<file path="config.mk">
export PLATFORM = sky130hd
export DESIGN_NAME = key_event_queue
export DESIGN_NICKNAME = d
export VERILOG_FILES = /design/src/rtl/key_event_queue_pkg.sv /design/src/rtl/key_event_queue_sync_fifo_fwft.sv /design/src/rtl/key_event_queue.sv
export SDC_FILE = /design/constraint.sdc
export NUM_CORES = 1
export LEC_CHECK = 0
export CAP_MARGIN = 40
export CORE_MARGIN = 2
export CORE_UTILIZATION = 60
export CTS_BUF_LIST = sky130_fd_sc_hd__clkbuf_8
export CTS_CLUSTER_DIAMETER = 40
export CTS_CLUSTER_SIZE = 8
export DETAILED_ROUTE_END_ITERATION = 8
export HOLD_SLACK_MARGIN = 0.03
export PLACE_DENSITY = 0.84
export SKIP_LAST_GASP = 1
export SLEW_MARGIN = 10
export SYNTH_ARGS = -nofsm -noshare
export SYNTH_HDL_FRONTEND = slang
export SYNTH_SLANG_ARGS = --single-unit
</file>
<file path="constraint.sdc">
create_clock -name clk -period 6.5 [get_ports clk]
set_input_delay 0.975 -clock clk [delete_from_list [all_inputs] [get_ports clk]]
set_output_delay 0.975 -clock clk [all_outputs]
set_load 0.05 [all_outputs]
</file>
<file path="src/rtl/key_event_queue_pkg.sv">
`default_nettype none
// ============================================================================
//  Module      : key_event_queue_pkg
//  Description : Shared defaults and width helper for the key event queue.
//  Revision    : 1.0 - initial release
// ============================================================================
package key_event_queue_pkg;

    localparam int KEY_N_DEFAULT      = 4;
    localparam int EVTQ_DEPTH_DEFAULT = 8;

    // Bits needed to encode values 0..n-1, never less than one bit.
    function automatic int width_for(input int n);
        int w;
        w = $clog2(n);
        return (w < 1) ? 1 : w;
    endfunction

endpackage : key_event_queue_pkg
`default_nettype wire

</file>
<file path="src/rtl/key_event_queue_sync_fifo_fwft.sv">
`default_nettype none
// ============================================================================
//  Module      : sync_fifo_fwft
//  Description : Single-clock first-word-fall-through FIFO. The head entry is
//                visible on rd_data whenever the FIFO is not empty; rd_data
//                reads as zero while empty.
//  Revision    : 1.0 - initial release
// ============================================================================
module sync_fifo_fwft
    import key_event_queue_pkg::*;
#(
    parameter  int WIDTH = 2,
    parameter  int DEPTH = EVTQ_DEPTH_DEFAULT,
    localparam int CNT_W = width_for(DEPTH + 1)
) (
    input  logic             clk,
    input  logic             rst,
    input  logic             wr_en,
    input  logic [WIDTH-1:0] wr_data,
    input  logic             rd_en,
    output logic [WIDTH-1:0] rd_data,
    output logic [CNT_W-1:0] count,
    output logic             full,
    output logic             empty
);

    localparam int AW = width_for(DEPTH);

    logic [WIDTH-1:0] r_mem [DEPTH];
    logic [AW-1:0]    r_wr_ptr;
    logic [AW-1:0]    r_rd_ptr;
    logic [CNT_W-1:0] r_count;
    logic             w_do_rd;
    logic             w_do_wr;

    assign empty   = (r_count == '0);
    assign full    = (r_count == CNT_W'(DEPTH));
    assign count   = r_count;
    assign rd_data = empty ? '0 : r_mem[r_rd_ptr];

    // A read on an empty FIFO is ignored; a write when full is allowed only
    // if a read frees the slot in the same cycle.
    assign w_do_rd = rd_en & ~empty;
    assign w_do_wr = wr_en & (~full | w_do_rd);

    // Storage array: no reset needed, entries are only read once written.
    always_ff @(posedge clk) begin
        if (w_do_wr) begin
            r_mem[r_wr_ptr] <= wr_data;
        end
    end

    // Pointers and occupancy; pointers wrap naturally since DEPTH is 2^AW.
    always_ff @(posedge clk) begin
        if (!rst) begin
            r_wr_ptr <= '0;
            r_rd_ptr <= '0;
            r_count  <= '0;
        end else begin
            if (w_do_wr) begin
                r_wr_ptr <= r_wr_ptr + AW'(1);
            end
            if (w_do_rd) begin
                r_rd_ptr <= r_rd_ptr + AW'(1);
            end
            r_count <= r_count + CNT_W'(w_do_wr) - CNT_W'(w_do_rd);
        end
    end

endmodule : sync_fifo_fwft
`default_nettype wire

</file>
<file path="src/rtl/key_event_queue.sv">
`default_nettype none
// ============================================================================
//  Module      : key_event_queue
//  Description : Serialises one-cycle key pulses into key-index events,
//                buffered in a FWFT FIFO behind a valid/ready handshake.
//                Simultaneous presses leave in ascending key order; a press
//                on a key whose previous event is still pending is lost and
//                raises a sticky overflow flag.
//  Revision    : 1.0 - initial release
// ============================================================================
module key_event_queue
    import key_event_queue_pkg::*;
#(
    parameter  int N     = KEY_N_DEFAULT,
    parameter  int DEPTH = EVTQ_DEPTH_DEFAULT,
    localparam int IDX_W = width_for(N),
    localparam int CNT_W = width_for(DEPTH + 1)
) (
    input  logic             clk,
    input  logic             rst,
    input  logic [N-1:0]     key_pulse,
    output logic             evt_valid,
    output logic [IDX_W-1:0] evt_code,
    input  logic             evt_ready,
    output logic [CNT_W-1:0] count,
    output logic             overflow,
    input  logic             ovf_clr
);

    logic [N-1:0]     r_pend;
    logic             r_overflow;
    logic [N-1:0]     w_grant;
    logic [IDX_W-1:0] w_grant_idx;
    logic             w_found;
    logic             w_full;
    logic             w_empty;
    logic             w_pop;
    logic             w_push_ok;
    logic             w_loss;

    assign evt_valid = ~w_empty;
    assign overflow  = r_overflow;
    assign w_pop     = evt_valid & evt_ready;
    assign w_push_ok = ~w_full | w_pop;

    // Lowest-index pending key wins the single push slot of this cycle.
    always_comb begin
        w_grant     = '0;
        w_grant_idx = '0;
        w_found     = 1'b0;
        for (int i = 0; i < N; i++) begin
            if (w_push_ok && r_pend[i] && !w_found) begin
                w_grant[i]  = 1'b1;
                w_grant_idx = IDX_W'(i);
                w_found     = 1'b1;
            end
        end
    end

    // A new pulse on a key that is pending and not leaving this cycle is lost.
    assign w_loss = |(key_pulse & r_pend & ~w_grant);

    // Pending presses: granted bits leave, new pulses (re)arm their bits.
    always_ff @(posedge clk) begin
        if (!rst) begin
            r_pend <= '0;
        end else begin
            r_pend <= (r_pend & ~w_grant) | key_pulse;
        end
    end

    // Sticky loss flag; a new loss takes priority over a clear request.
    always_ff @(posedge clk) begin
        if (!rst) begin
            r_overflow <= 1'b0;
        end else if (w_loss) begin
            r_overflow <= 1'b1;
        end else if (ovf_clr) begin
            r_overflow <= 1'b0;
        end
    end

    sync_fifo_fwft #(
        .WIDTH (IDX_W),
        .DEPTH (DEPTH)
    ) u_fifo (
        .clk     (clk),
        .rst     (rst),
        .wr_en   (w_found),
        .wr_data (w_grant_idx),
        .rd_en   (evt_ready),
        .rd_data (evt_code),
        .count   (count),
        .full    (w_full),
        .empty   (w_empty)
    );

endmodule : key_event_queue
`default_nettype wire
</file>
# After elaboration in Yosys (flattened, before gate mapping)
# Memory sizes are Yosys's and may differ from the RTL's. A register that Yosys moved wholly into a read port is not among the register bits.
# Cells that the tools add are included.
[op_classes]
n_addsub = 4
n_eq_ne = 1
mux = 17
n_bitwise = 10
n_reduce_logical = 13
[op_table]
columns = ["operator", "count"]
rows = [
  ["$and 4x4->4", 3],
  ["$mux 1", 12],
  ["$logic_and 1x1->1", 7],
  ["$add 3x1->3 const B", 2],
  ["$mux 2", 3],
  ["$mux 3", 2],
  ["$add 4x1->4", 1],
  ["$eq 4x4->1 const B", 1],
  ["$logic_not 4->1", 1],
  ["$not 4->4", 1],
  ["$or 4x4->4", 1],
  ["$reduce_or 4->1", 1],
  ["$sub 4x1->4", 1],
  ["$logic_not 1->1", 3],
  ["$and 1x1->1", 2],
  ["$not 1->1", 2],
  ["$reduce_bool 2->1", 1],
  ["$or 1x1->1", 1],
]
[word_totals]
register_bits = 15
ramBits = 16
inputBits = 8
output_inout_bits = 8
word_cells = 51
memories = 1
[mem_list]
columns = ["name", "depth", "width", "rd", "rd_clocked_by_memory_dff", "write_ports", "line", "source"]
rows = [
  ["u_fifo.r_mem", 8, 2, 1, 1, 1, "key_event_queue_sync_fifo_fwft.sv:29", "logic [WIDTH-1:0] r_mem [DEPTH];"],
]

# Longest topological paths before layout
# Gate-level depths: netlist of run 1.
[depth]
word_depth = 19
depth_mapped = 12

# Cells and area by module
# A second synthesis of run 1 with hierarchy kept.
[unflattened]
hier_cells = 144
area_unflattened_um2 = 1595.3
[by_module_without_submodules]
columns = ["module", "instances", "cells_per_inst", "area_each_um2", "seq_area_each_um2"]
rows = [
  ["sync_fifo_fwft", 1, 109, 1318.8, 740.7],
  ["key_event_queue", 1, 35, 276.5, 100.1],
]

# Least setup slack after synthesis of run 1
# No wires, ideal clock.
[synth_timing]
path_type = "register to register"
startpoint = "register u_fifo.r_count[2], in the netlist u_fifo.count[2]"
endpoint = "register u_fifo.r_count[2], in the netlist u_fifo.count[2]"
setup_ns = 0.115
arrival_time_ns = 2.840
slack_ns = 3.546
stages_incl_launch_ff = 13
n_path_buf = 0
period_less_slack_ns = 2.954
cell_sequence = "dfxtp_1 > inv_1 > ha_1 > or3b_1 > nand2_1 > inv_1 > ha_1 > inv_1 > ha_1 > inv_1 > fa_1 > xnor2_1 > and2_1"
[synth_via]
elab_chain_cells = 18
[synth_rtl]
columns = ["element", "line", "source"]
rows = [
  ["from (decl)", "key_event_queue_sync_fifo_fwft.sv:32", "logic [CNT_W-1:0] r_count;"],
  ["from (signal assigned)", "key_event_queue_sync_fifo_fwft.sv:66", "r_count <= r_count + CNT_W'(w_do_wr) - CNT_W'(w_do_rd);"],
  ["$logic_not 4->1 *", "key_event_queue_sync_fifo_fwft.sv:36", "assign empty = (r_count == '0);"],
  ["$not 1->1 *", "key_event_queue.sv:41", "assign evt_valid = ~w_empty;"],
  ["via evt_valid", "key_event_queue.sv:22", "output logic evt_valid,"],
  ["$and 1x1->1 *", "key_event_queue_sync_fifo_fwft.sv:43, key_event_queue.sv:43", ""],
  ["via u_fifo.w_do_rd", "key_event_queue_sync_fifo_fwft.sv:33", "logic w_do_rd;"],
  ["$or 1x1->1", "key_event_queue_sync_fifo_fwft.sv:44", "assign w_do_wr = wr_en & (~full | w_do_rd);"],
  ["$logic_and 1x1->1", "key_event_queue.sv:52", "if (w_push_ok && r_pend[i] && !w_found) begin"],
  ["$mux 1", "key_event_queue.sv:52", ""],
  ["[4 not listed]", "n/a", ""],
  ["$logic_and 1x1->1", "key_event_queue.sv:52", ""],
  ["$mux 1", "key_event_queue.sv:52", ""],
  ["$logic_not 1->1", "key_event_queue.sv:52", ""],
  ["$logic_and 1x1->1", "key_event_queue.sv:52", ""],
  ["$mux 1", "key_event_queue.sv:52", ""],
  ["$and 1x1->1", "key_event_queue_sync_fifo_fwft.sv:44", ""],
  ["$add 4x1->4", "key_event_queue_sync_fifo_fwft.sv:66", ""],
  ["$sub 4x1->4 *", "key_event_queue_sync_fifo_fwft.sv:66", ""],
]
# The timed path passes the listed nets; every way through them passes the cells marked *.
# A chain may end at the register's enable or synchronous reset.

==> impl_metrics.env, run 1 <==
export IMPL_run_status="completed"
export IMPL_critical_path_max_stage_delay_ns=0.72
export IMPL_final_period_minus_worst_setup_slack_ns=3.30
export IMPL_io_buffers=15
export IMPL_insertedDiodeCount=0
export IMPL_hp_class="reg2reg"
export IMPL_max_slew_worst_pin_slew_ns=0.819
export IMPL_drtAntennaViolNets=0
export IMPL_detailedPlacementHpwl_um=2060
export IMPL_avgSynthCellArea_um2=11.9
export IMPL_grt_max_degree=18
export IMPL_cts_max_level=2
export IMPL_final_max_slew_viol_count=0
export IMPL_final_common_cell="sky130_fd_sc_hd__dfxtp_1"
export IMPL_worst_setup_hold_path_clk_slew_ns=0.07
export IMPL_num_rows=18
export IMPL_final_setup_violation_count=0
export IMPL_postRouteWirelength_um=2800
export IMPL_synthesis_nets=149
export IMPL_clockBufferDepth=2
export IMPL_timing_final_hold_violations=0
export IMPL_worst_path_dominant_cell_family="multiplexers"
export IMPL_initial_core_utilization=0.632
export IMPL_netlist_instances=132
export IMPL_dr_pass1_iters=4
export IMPL_vias_in_the_first_global_route=1038
export IMPL_clock_fmax_ghz=0.303
export IMPL_critical_path_endpoint_type="output pin"
export IMPL_drt_iter0_markers=30
export IMPL_grt_util_met2=0.403
export IMPL_post_route_period_util=0.508
export IMPL_final_design_area_no_fill_mm2=0.00184
export IMPL_pin_count=16
export IMPL_overflow=0
export IMPL_wl_per_cell_um=15.4
export IMPL_num_nets_final=168
export IMPL_placement_cell_area_mm2=0.00173
export IMPL_maximum_clock_skew_at_final_layout_ns=0.00547
export IMPL_clock_tree_from_tritoncts="done"
export IMPL_gp_congestion=0.716
export IMPL_synth_seq_cells=34
export IMPL_viasPerCell=5.58
export IMPL_ys_warnings_count=0
export IMPL_worst_endpoint_required_ns=5.52
export IMPL_globalRouteMet3Util=0.0806
export IMPL_most_common_layout_cells="sky130_fd_sc_hd__dfxtp_1, sky130_fd_sc_hd__edfxtp_1, sky130_fd_sc_hd__clkdlybuf4s50_1"
export IMPL_timing_critical_path_fanout_max=4
export IMPL_post_cts_resized=0
export IMPL_filler_cell_count=185
export IMPL_p_leak_nw=0.700
export IMPL_ctsHoldBuffers=0
export IMPL_syn2layout_area_growth_pct=17.5
export IMPL_netlist_cell_type_count=35
export IMPL_tns_ns=0
export IMPL_grt_first_pass_wirelength_um=4590
export IMPL_synthFlopType="sky130_fd_sc_hd__dfxtp_1"
export IMPL_crit_type="reg2out"
export IMPL_chipHeight_um=55.1
export IMPL_die_width_um=55.1
export IMPL_ordered_cell_list_for_the_critical_path="mux4_2 -> mux2i_1 -> a21oi_1 -> clkdlybuf4s50_1"
export IMPL_max_cap_viol_count=0
export IMPL_cts_sinks=34
export IMPL_postCtsSetupBuffers=0
export IMPL_synth_edff_count=16
export IMPL_cts_root_buffer_cell="sky130_fd_sc_hd__clkbuf_8"
export IMPL_peak_supply_drop_uv=434
export IMPL_async_flop_share=0
export IMPL_critical_path_slowest_cell="sky130_fd_sc_hd__clkdlybuf4s50_1"
export IMPL_die_area_mm2=0.00304
export IMPL_top_usage_layer="met2"
export IMPL_dp_cells=173
export IMPL_core_area_mm2=0.00248
export IMPL_crit_path_start_kind="flip-flop"
export IMPL_cts_buffers_inserted=5
export IMPL_detailroute_via_count=1016
export IMPL_antenna_violations_before_repair=0
export IMPL_grtUsageMet1=0.259
export IMPL_drc=0
export IMPL_synth_seq_area_share=0.537
export IMPL_power_per_cell_area_mw_per_mm2=455
export IMPL_arrival_ns=2.33
export IMPL_gr_usage_all_layers=0.227
export IMPL_netlist_area_mm2=0.00157
export IMPL_max_slew_margin_rel=0.450
export IMPL_clock_latency_ns=0.28
export IMPL_worstPathBufferInverterCount=1
export IMPL_instances_no_fill=182
export IMPL_postLayoutCoreUtil=0.743
export IMPL_fraction_of_layout_instances_using_a_drive_strength_above_1=0.0921
export IMPL_rsz_0062_raised_after_global_routing="false"
[power breakdown]
part | internal (mW) | switching, mW | total (mW) | leakage, nW
Sequential | 0.269 | 0.0337 | 0.303 | 0.297
Clock | 0.111 | 0.0742 | 0.186 | 0.0607
Combinational | 0.144 | 0.206 | 0.350 | 0.342
Total | 0.524 | 0.314 | 0.838 | 0.700
[cell usage after synthesis (all sizes together), types with 5 or more instances]
cell,n,area share
ha,8,0.064
inv,10,0.024
a21oi,6,0.019
dfxtp,18,0.23
nand2b,5,0.020
and2,6,0.024
edfxtp,16,0.31
nor2,9,0.022
nand2,8,0.019
[sequential cells by signal (all words and copies together) (netlist names), named ones only]
signal / count
u_fifo.count: 4
overflow: 1
u_fifo.r_rd_ptr: 3
u_fifo.r_mem: 16
u_fifo.r_wr_ptr: 3
r_pend: 4
[layout make-up]
cell class              instances  area (um2)  share of cell area
clock inverters                 3        37.5              0.0204
well taps                      30        37.5              0.0204
inverters                      10        37.5              0.0204
clock buffers                   5        68.8              0.0374
multi-input cells              84         663               0.360
flip-flops and latches         34         841               0.457
repair buffers                 16         155              0.0843
[logic make-up (layout without fill, tap and decap cells)]
kind of cell | after synthesis | in the layout | synth area share
simple gates | 42 | 42 | 0.144
flops | 34 | 34 | 0.537
compound gates | 21 | 21 | 0.0974
buf+inv | 14 | 34 | 0.0399
fa+ha+maj | 9 | 9 | 0.0767
mux | 8 | 8 | 0.0831
xor+xnor | 4 | 4 | 0.0224
[worst paths after layout]
kind | end | slack [ns] | cells after the start | startpoint
worst max register to register | u_fifo.count[2]$_SDFF_PN0_ | 3.94 | 12 | u_fifo.count[2]$_SDFF_PN0_
worst max-delay path | evt_code[0] | 3.20 | 4 | flip-flop
worst min register to register | flip-flop | 0.49 | 2 | u_fifo.r_rd_ptr[1]$_SDFFE_PN0P_
worst min-delay path | flip-flop | 0.49 | 2 | u_fifo.r_rd_ptr[1]$_SDFFE_PN0P_
[stage by stage]
step / hold slack (ns) / total power [mW] / setup WS, ns
after floorplan: 0.451 / 0.560 / 3.55
after global placement: 0.468 / 0.636 / 3.56
after detailed placement: 0.488 / 0.655 / 3.40
after CTS: 0.495 / 0.844 / 3.16
after global routing: 0.521 / 0.891 / 3.06
final: 0.486 / 0.838 / 3.20
[worst reg2reg max path: stages (launching register included)]
cell and delay (ns):
sky130_fd_sc_hd__dfxtp_1 0.31, sky130_fd_sc_hd__inv_1 0.10, sky130_fd_sc_hd__ha_1 0.23, sky130_fd_sc_hd__or3b_1 0.43, sky130_fd_sc_hd__nand2_1 0.16, sky130_fd_sc_hd__inv_1 0.06, sky130_fd_sc_hd__ha_1 0.26, sky130_fd_sc_hd__inv_1 0.05
sky130_fd_sc_hd__ha_1 0.15, sky130_fd_sc_hd__inv_1 0.05, sky130_fd_sc_hd__fa_1 0.37, sky130_fd_sc_hd__xnor2_1 0.13, sky130_fd_sc_hd__and2_1 0.15
[metal layers]
metal,part of all wire,vias up
met5,0,-
met1,0.42,490
met3,0.045,2
met4,0.0050,0
met2,0.53,19
li1,-,505
Note: power is estimated with default switching activity, not from simulation.
==> inputs of run 2 (changes only) <==
--- a/config.mk
+++ b/config.mk
@@ -7,13 +7,13 @@
 export LEC_CHECK = 0
 export CAP_MARGIN = 40
 export CORE_MARGIN = 2
-export CORE_UTILIZATION = 60
+export CORE_UTILIZATION = 52
 export CTS_BUF_LIST = sky130_fd_sc_hd__clkbuf_8
 export CTS_CLUSTER_DIAMETER = 40
 export CTS_CLUSTER_SIZE = 8
 export DETAILED_ROUTE_END_ITERATION = 8
 export HOLD_SLACK_MARGIN = 0.03
-export PLACE_DENSITY = 0.84
+export PLACE_DENSITY = 0.77
 export SKIP_LAST_GASP = 1
 export SLEW_MARGIN = 10
 export SYNTH_ARGS = -nofsm -noshare
==> constraint.sdc (replaced) <==
create_clock -name clk -period 2.9 [get_ports clk]
set_input_delay 0.435 -clock clk [delete_from_list [all_inputs] [get_ports clk]]
set_output_delay 0.435 -clock clk [all_outputs]
set_load 0.05 [all_outputs]
==> impl_metrics.env, run 2 (synthesis gave the netlist of run 1 again) <==
export IMPL_detailedPlacementHpwl_um=1810
export IMPL_cts_sinks=34
export IMPL_final_period_minus_worst_setup_slack_ns=2.67
export IMPL_max_slew_worst_pin_slew_ns=0.537
export IMPL_largest_register_ffs=16
export IMPL_postRouteWirelength_um=2560
export IMPL_io_buffers=15
export IMPL_final_setup_violation_count=0
export IMPL_postCtsSetupBuffers=0
export IMPL_report_power_total_mw=1.81
export IMPL_detailroute_via_count=1009
export IMPL_timing_final_hold_violations=0
export IMPL_num_rows=19
export IMPL_final_common_cell="sky130_fd_sc_hd__dfxtp_1"
export IMPL_gp_congestion=0.772
export IMPL_power_switching_uw=681
export IMPL_ordered_cell_list_for_the_critical_path="mux4_2 -> mux2i_1 -> a21oi_1 -> clkdlybuf4s50_1"
export IMPL_pin_count=16
export IMPL_tns_ns=0
export IMPL_rsz_0062_raised_after_global_routing="false"
export IMPL_arrival_ns=2.24
export IMPL_p_int_mw=1.13
export IMPL_hold_path_start="u_fifo.r_rd_ptr[1]$_SDFFE_PN0P_"
export IMPL_grt_first_pass_wirelength_um=4320
export IMPL_seq_power_share=0.376
export IMPL_drc=2
export IMPL_ctsHoldBuffers=0
export IMPL_die_width_um=58.9
export IMPL_timing_critical_path_fanout_max=4
export IMPL_clock_fmax_ghz=0.374
export IMPL_critical_path_endpoint_type="output pin"
export IMPL_combinationalPowerShare=0.431
export IMPL_worstPathBufferInverterCount=1
export IMPL_clock_latency_ns=0.28
export IMPL_worst_endpoint_required_ns=2.47
export IMPL_viasPerCell=5.48
export IMPL_insertedDiodeCount=0
export IMPL_drt_iter0_markers=34
export IMPL_cts_max_level=2
export IMPL_critical_path_max_stage_delay_ns=0.71
export IMPL_crit_type="reg2out"
export IMPL_post_route_period_util=0.921
export IMPL_initial_core_utilization=0.558
export IMPL_chipHeight_um=58.9
export IMPL_critical_path_slowest_cell="sky130_fd_sc_hd__clkdlybuf4s50_1"
export IMPL_maximum_clock_skew_at_final_layout_ns=0.00608
export IMPL_largest_register="u_fifo.r_mem"
export IMPL_num_nets_final=169
export IMPL_max_cap_viol_count=0
export IMPL_worst_setup_hold_path_clk_slew_ns=0.06
export IMPL_worst_path_dominant_cell_family="multiplexers"
export IMPL_most_common_layout_cells="sky130_fd_sc_hd__dfxtp_1, sky130_fd_sc_hd__edfxtp_1, sky130_fd_sc_hd__clkdlybuf4s50_1"
export IMPL_dr_pass1_iters=7
export IMPL_power_clock_fraction=0.192
export IMPL_worst_hold_path_num_cells=2
export IMPL_failed_checks="design-rule violations"
export IMPL_post_cts_resized=0
export IMPL_peak_supply_drop_uv=559
export IMPL_cts_root_buffer_cell="sky130_fd_sc_hd__clkbuf_8"
export IMPL_core_area_mm2=0.00281
export IMPL_switching_share=0.377
export IMPL_cp_num_cells=4
export IMPL_clock_tree_from_tritoncts="done"
export IMPL_r2r_depth=12
export IMPL_clockBufferDepth=2
export IMPL_p_leak_nw=0.697
export IMPL_fraction_of_layout_instances_using_a_drive_strength_above_1=0.111
export IMPL_max_slew_margin_rel=0.641
export IMPL_antenna_violations_before_repair=0
export IMPL_final_max_slew_viol_count=0
export IMPL_syn2layout_area_growth_pct=17.4
export IMPL_wl_per_cell_um=13.9
export IMPL_hp_class="reg2reg"
export IMPL_drtAntennaViolNets=0
export IMPL_gr_usage_all_layers=0.175
export IMPL_grt_max_degree=18
export IMPL_die_area_mm2=0.00347
export IMPL_vias_in_the_first_global_route=976
export IMPL_run_status="finished, violations left"
export IMPL_cts_buffers_inserted=5
export IMPL_crit_path_start_kind="flip-flop"
export IMPL_critical_path_reg2reg_startpoint="u_fifo.count[2]$_SDFF_PN0_"
export IMPL_power_per_cell_area_mw_per_mm2=982
export IMPL_overflow=0
[run 2: final cells by class]
cell class                      instances  area [um2]
Timing Repair Buffer                   17         165
Sequential cell                        34         841
Clock buffer                            6        82.6
Tap cell                               31        38.8
Multi-Input combinational cell         84         666
Inverter                               10        37.5
Clock inverter                          2        8.76
Fill cell                             225         966
[run 2: final timing paths]
check	endpoint	slack [ns]
hold / removal	flip-flop	0.49
setup reg to reg	u_fifo.count[2]$_SDFF_PN0_	0.37
hold reg to reg	flip-flop	0.49
setup / recovery	evt_code[1]	0.23
[run 2: tightest hold or removal path, stage by stage, from the launching register on]
cell and delay [ns]:
sky130_fd_sc_hd__dfxtp_1 0.31, sky130_fd_sc_hd__nand2_1 0.05, sky130_fd_sc_hd__a21boi_1 0.07
[run 2: power groups by stage]
stage                     sequential [mW]  clock, mW  combinational [mW]
after CTS                           0.682      0.357               0.784
final                               0.680      0.347               0.779
after detailed placement            0.691          0               0.782
after global placement              0.685          0               0.762
after global routing                0.693      0.374               0.858
after floorplan                     0.749          0               0.516
[run 2: routing by layer]
metal | wire, um | GRT usage | part of all wire | vias up
met4 | 53 | 0.0877 | 0.021 | 0
met2 | 1220 | 0.281 | 0.48 | 27
met5 | 0 | 0 | 0 | -
met3 | 143 | 0.0615 | 0.056 | 5
li1 | - | - | - | 506
met1 | 1140 | 0.208 | 0.45 | 471
[run 2: metrics by stage]
| step | cell area [um2] | util | cells | hold slack [ns] | setup slack [ns] |
|---|---|---|---|---|---|
| global route | 1840 | 0.656 | 184 | 0.511 | 0.110 |
| detailed placement | 1750 | 0.623 | 176 | 0.470 | 0.376 |
| CTS | 1840 | 0.656 | 184 | 0.485 | 0.211 |
| floorplan | 1570 | - | 132 | 0.451 | 0.166 |
| finish | 1840 | 0.656 | 184 | 0.488 | 0.230 |
| global placement | 1750 | 0.623 | 176 | 0.470 | 0.425 |
==> inputs of run 3 (changes only) <==
--- a/config.mk
+++ b/config.mk
@@ -13,7 +13,7 @@
 export CTS_CLUSTER_SIZE = 8
 export DETAILED_ROUTE_END_ITERATION = 8
 export HOLD_SLACK_MARGIN = 0.03
-export PLACE_DENSITY = 0.77
+export PLACE_DENSITY = 0.78
 export SKIP_LAST_GASP = 1
 export SLEW_MARGIN = 10
 export SYNTH_ARGS = -nofsm -noshare
==> impl_metrics.env, run 3 (synthesis gave the netlist of run 1 again) <==
export IMPL_fraction_of_layout_instances_using_a_drive_strength_above_1=0.111
export IMPL_crit_path_start_kind="flip-flop"
export IMPL_max_cap_viol_count=0
export IMPL_largest_register="u_fifo.r_mem"
export IMPL_wl_per_cell_um=14.1
export IMPL_io_buffers=15
export IMPL_largest_register_ffs=16
export IMPL_final_setup_violation_count=0
export IMPL_postCtsSetupBuffers=0
export IMPL_critical_path_slowest_cell="sky130_fd_sc_hd__clkdlybuf4s50_1"
export IMPL_setup_ws_ns=0.227
export IMPL_post_place_ws_ns=0.365
export IMPL_drtAntennaViolNets=0
export IMPL_peak_supply_drop_uv=449
export IMPL_final_period_minus_worst_setup_slack_ns=2.67
export IMPL_critical_path_max_stage_delay_ns=0.71
export IMPL_grt_max_degree=18
export IMPL_max_slew_margin_rel=0.652
export IMPL_die_width_um=58.9
export IMPL_worst_endpoint_required_ns=2.47
export IMPL_run_status="finished, violations left"
export IMPL_tns_ns=0
export IMPL_p_leak_nw=0.694
export IMPL_critical_path_endpoint_type="output pin"
export IMPL_syn2layout_area_growth_pct=16.9
export IMPL_worst_setup_hold_path_clk_slew_ns=0.07
export IMPL_overflow=0
export IMPL_multi_input_comb_area_um2=666
export IMPL_rsz_0062_raised_after_global_routing="false"
export IMPL_pin_count=16
export IMPL_post_cts_resized=0
export IMPL_most_common_layout_cells="sky130_fd_sc_hd__dfxtp_1, sky130_fd_sc_hd__edfxtp_1, sky130_fd_sc_hd__clkdlybuf4s50_1"
export IMPL_cts_buffers_inserted=5
export IMPL_hp_class="reg2reg"
export IMPL_clock_tree_from_tritoncts="done"
export IMPL_clock_latency_ns=0.28
export IMPL_post_route_period_util=0.922
export IMPL_crit_type="reg2out"
export IMPL_holdWs_ns=0.489
export IMPL_failed_checks="design-rule violations"
export IMPL_vias_in_the_first_global_route=1075
export IMPL_final_max_slew_viol_count=0
export IMPL_filler_cell_count=219
export IMPL_timing_critical_path_fanout_max=4
export IMPL_initial_core_utilization=0.558
export IMPL_clock_fmax_ghz=0.374
export IMPL_viasPerCell=5.44
export IMPL_detailedPlacementHpwl_um=1940
export IMPL_cts_sinks=34
export IMPL_clockBufferDepth=2
export IMPL_core_area_mm2=0.00281
export IMPL_antenna_violations_before_repair=0
export IMPL_chipHeight_um=58.9
export IMPL_dr_pass1_iters=7
export IMPL_drt_iter0_markers=37
export IMPL_die_area_mm2=0.00347
export IMPL_max_slew_worst_pin_slew_ns=0.521
export IMPL_cts_root_buffer_cell="sky130_fd_sc_hd__clkbuf_8"
export IMPL_detailroute_via_count=1001
export IMPL_final_design_area_no_fill_mm2=0.00183
export IMPL_placement_cell_area_mm2=0.00175
export IMPL_ctsHoldBuffers=0
export IMPL_rrSetupSlack_ns=0.36
export IMPL_insertedDiodeCount=0
export IMPL_ordered_cell_list_for_the_critical_path="mux4_2 -> mux2i_1 -> a21oi_1 -> clkdlybuf4s50_1"
export IMPL_timing_final_hold_violations=0
export IMPL_instances_no_fill=184
export IMPL_maximum_clock_skew_at_final_layout_ns=0.00160
export IMPL_cts_max_level=2
export IMPL_power_per_cell_area_mw_per_mm2=979
export IMPL_drc=1
export IMPL_sequential_cell_area_um2=841
export IMPL_gr_usage_all_layers=0.188
export IMPL_arrival_ns=2.24
export IMPL_postRouteWirelength_um=2600
export IMPL_num_nets_final=169
export IMPL_grt_first_pass_wirelength_um=4690
export IMPL_num_rows=19
export IMPL_final_common_cell="sky130_fd_sc_hd__dfxtp_1"
export IMPL_gp_congestion=0.763
export IMPL_dp_cells=176
==> run 3: cell count changes in the layout (fill, tap and decap cells not counted) <==
cell and change:
sky130_fd_sc_hd__clkinv_2 +1, sky130_fd_sc_hd__clkbuf_8 -1
==> run 3: report_power, final <==
part	switching (mW)	total, mW	internal, mW
clock	0.163	0.326	0.163
combinational	0.449	0.787	0.338
sequential	0.0773	0.679	0.602
total	0.690	1.79	1.10
==> run 3: worst max-delay path: cells and delay by family (launching register included) <==
| family | cells | cell delay [ns] |
|---|---|---|
| AOI/OAI and AO/OA | 1 | 0.06 |
| muxes | 2 | 0.71 |
| DFF | 1 | 0.47 |
| buffers and inverters | 1 | 0.71 |
==> run 3: final timing paths <==
check                               endpoint                             from  depth (start not counted)
max reg2reg       u_fifo.count[2]$_SDFF_PN0_       u_fifo.count[2]$_SDFF_PN0_                         12
max                              evt_code[0]                        flip-flop                          4
min reg2reg  u_fifo.r_rd_ptr[1]$_SDFFE_PN0P_  u_fifo.r_rd_ptr[1]$_SDFFE_PN0P_                          2
min          u_fifo.r_rd_ptr[1]$_SDFFE_PN0P_  u_fifo.r_rd_ptr[1]$_SDFFE_PN0P_                          2
==> run 3: layout make-up <==
class,instances,share of cell area
flip-flops and latches,34,0.459
multi-input cells,84,0.364
repair buffers,17,0.0902
clock buffers,5,0.0376
well taps,31,0.0212
inverters,10,0.0205
clock inverters,3,0.00752
==> run 3: per-layer routing <==
| layer | routed length, um | GRT usage | vias to the layer above |
|---|---|---|---|
| met5 | 0 | 0 | - |
| met4 | 45 | 0.0909 | 0 |
| met3 | 105 | 0.0659 | 4 |
| met2 | 1290 | 0.324 | 21 |
| met1 | 1160 | 0.204 | 465 |
| li1 | - | - | 511 |
==> run 3: metrics by stage <==
step	util	total power, mW
after floorplan	-	1.26
after global placement	0.623	1.45
final	0.653	1.79
after detailed placement	0.623	1.48
after CTS	0.653	1.81
after global routing	0.653	1.91
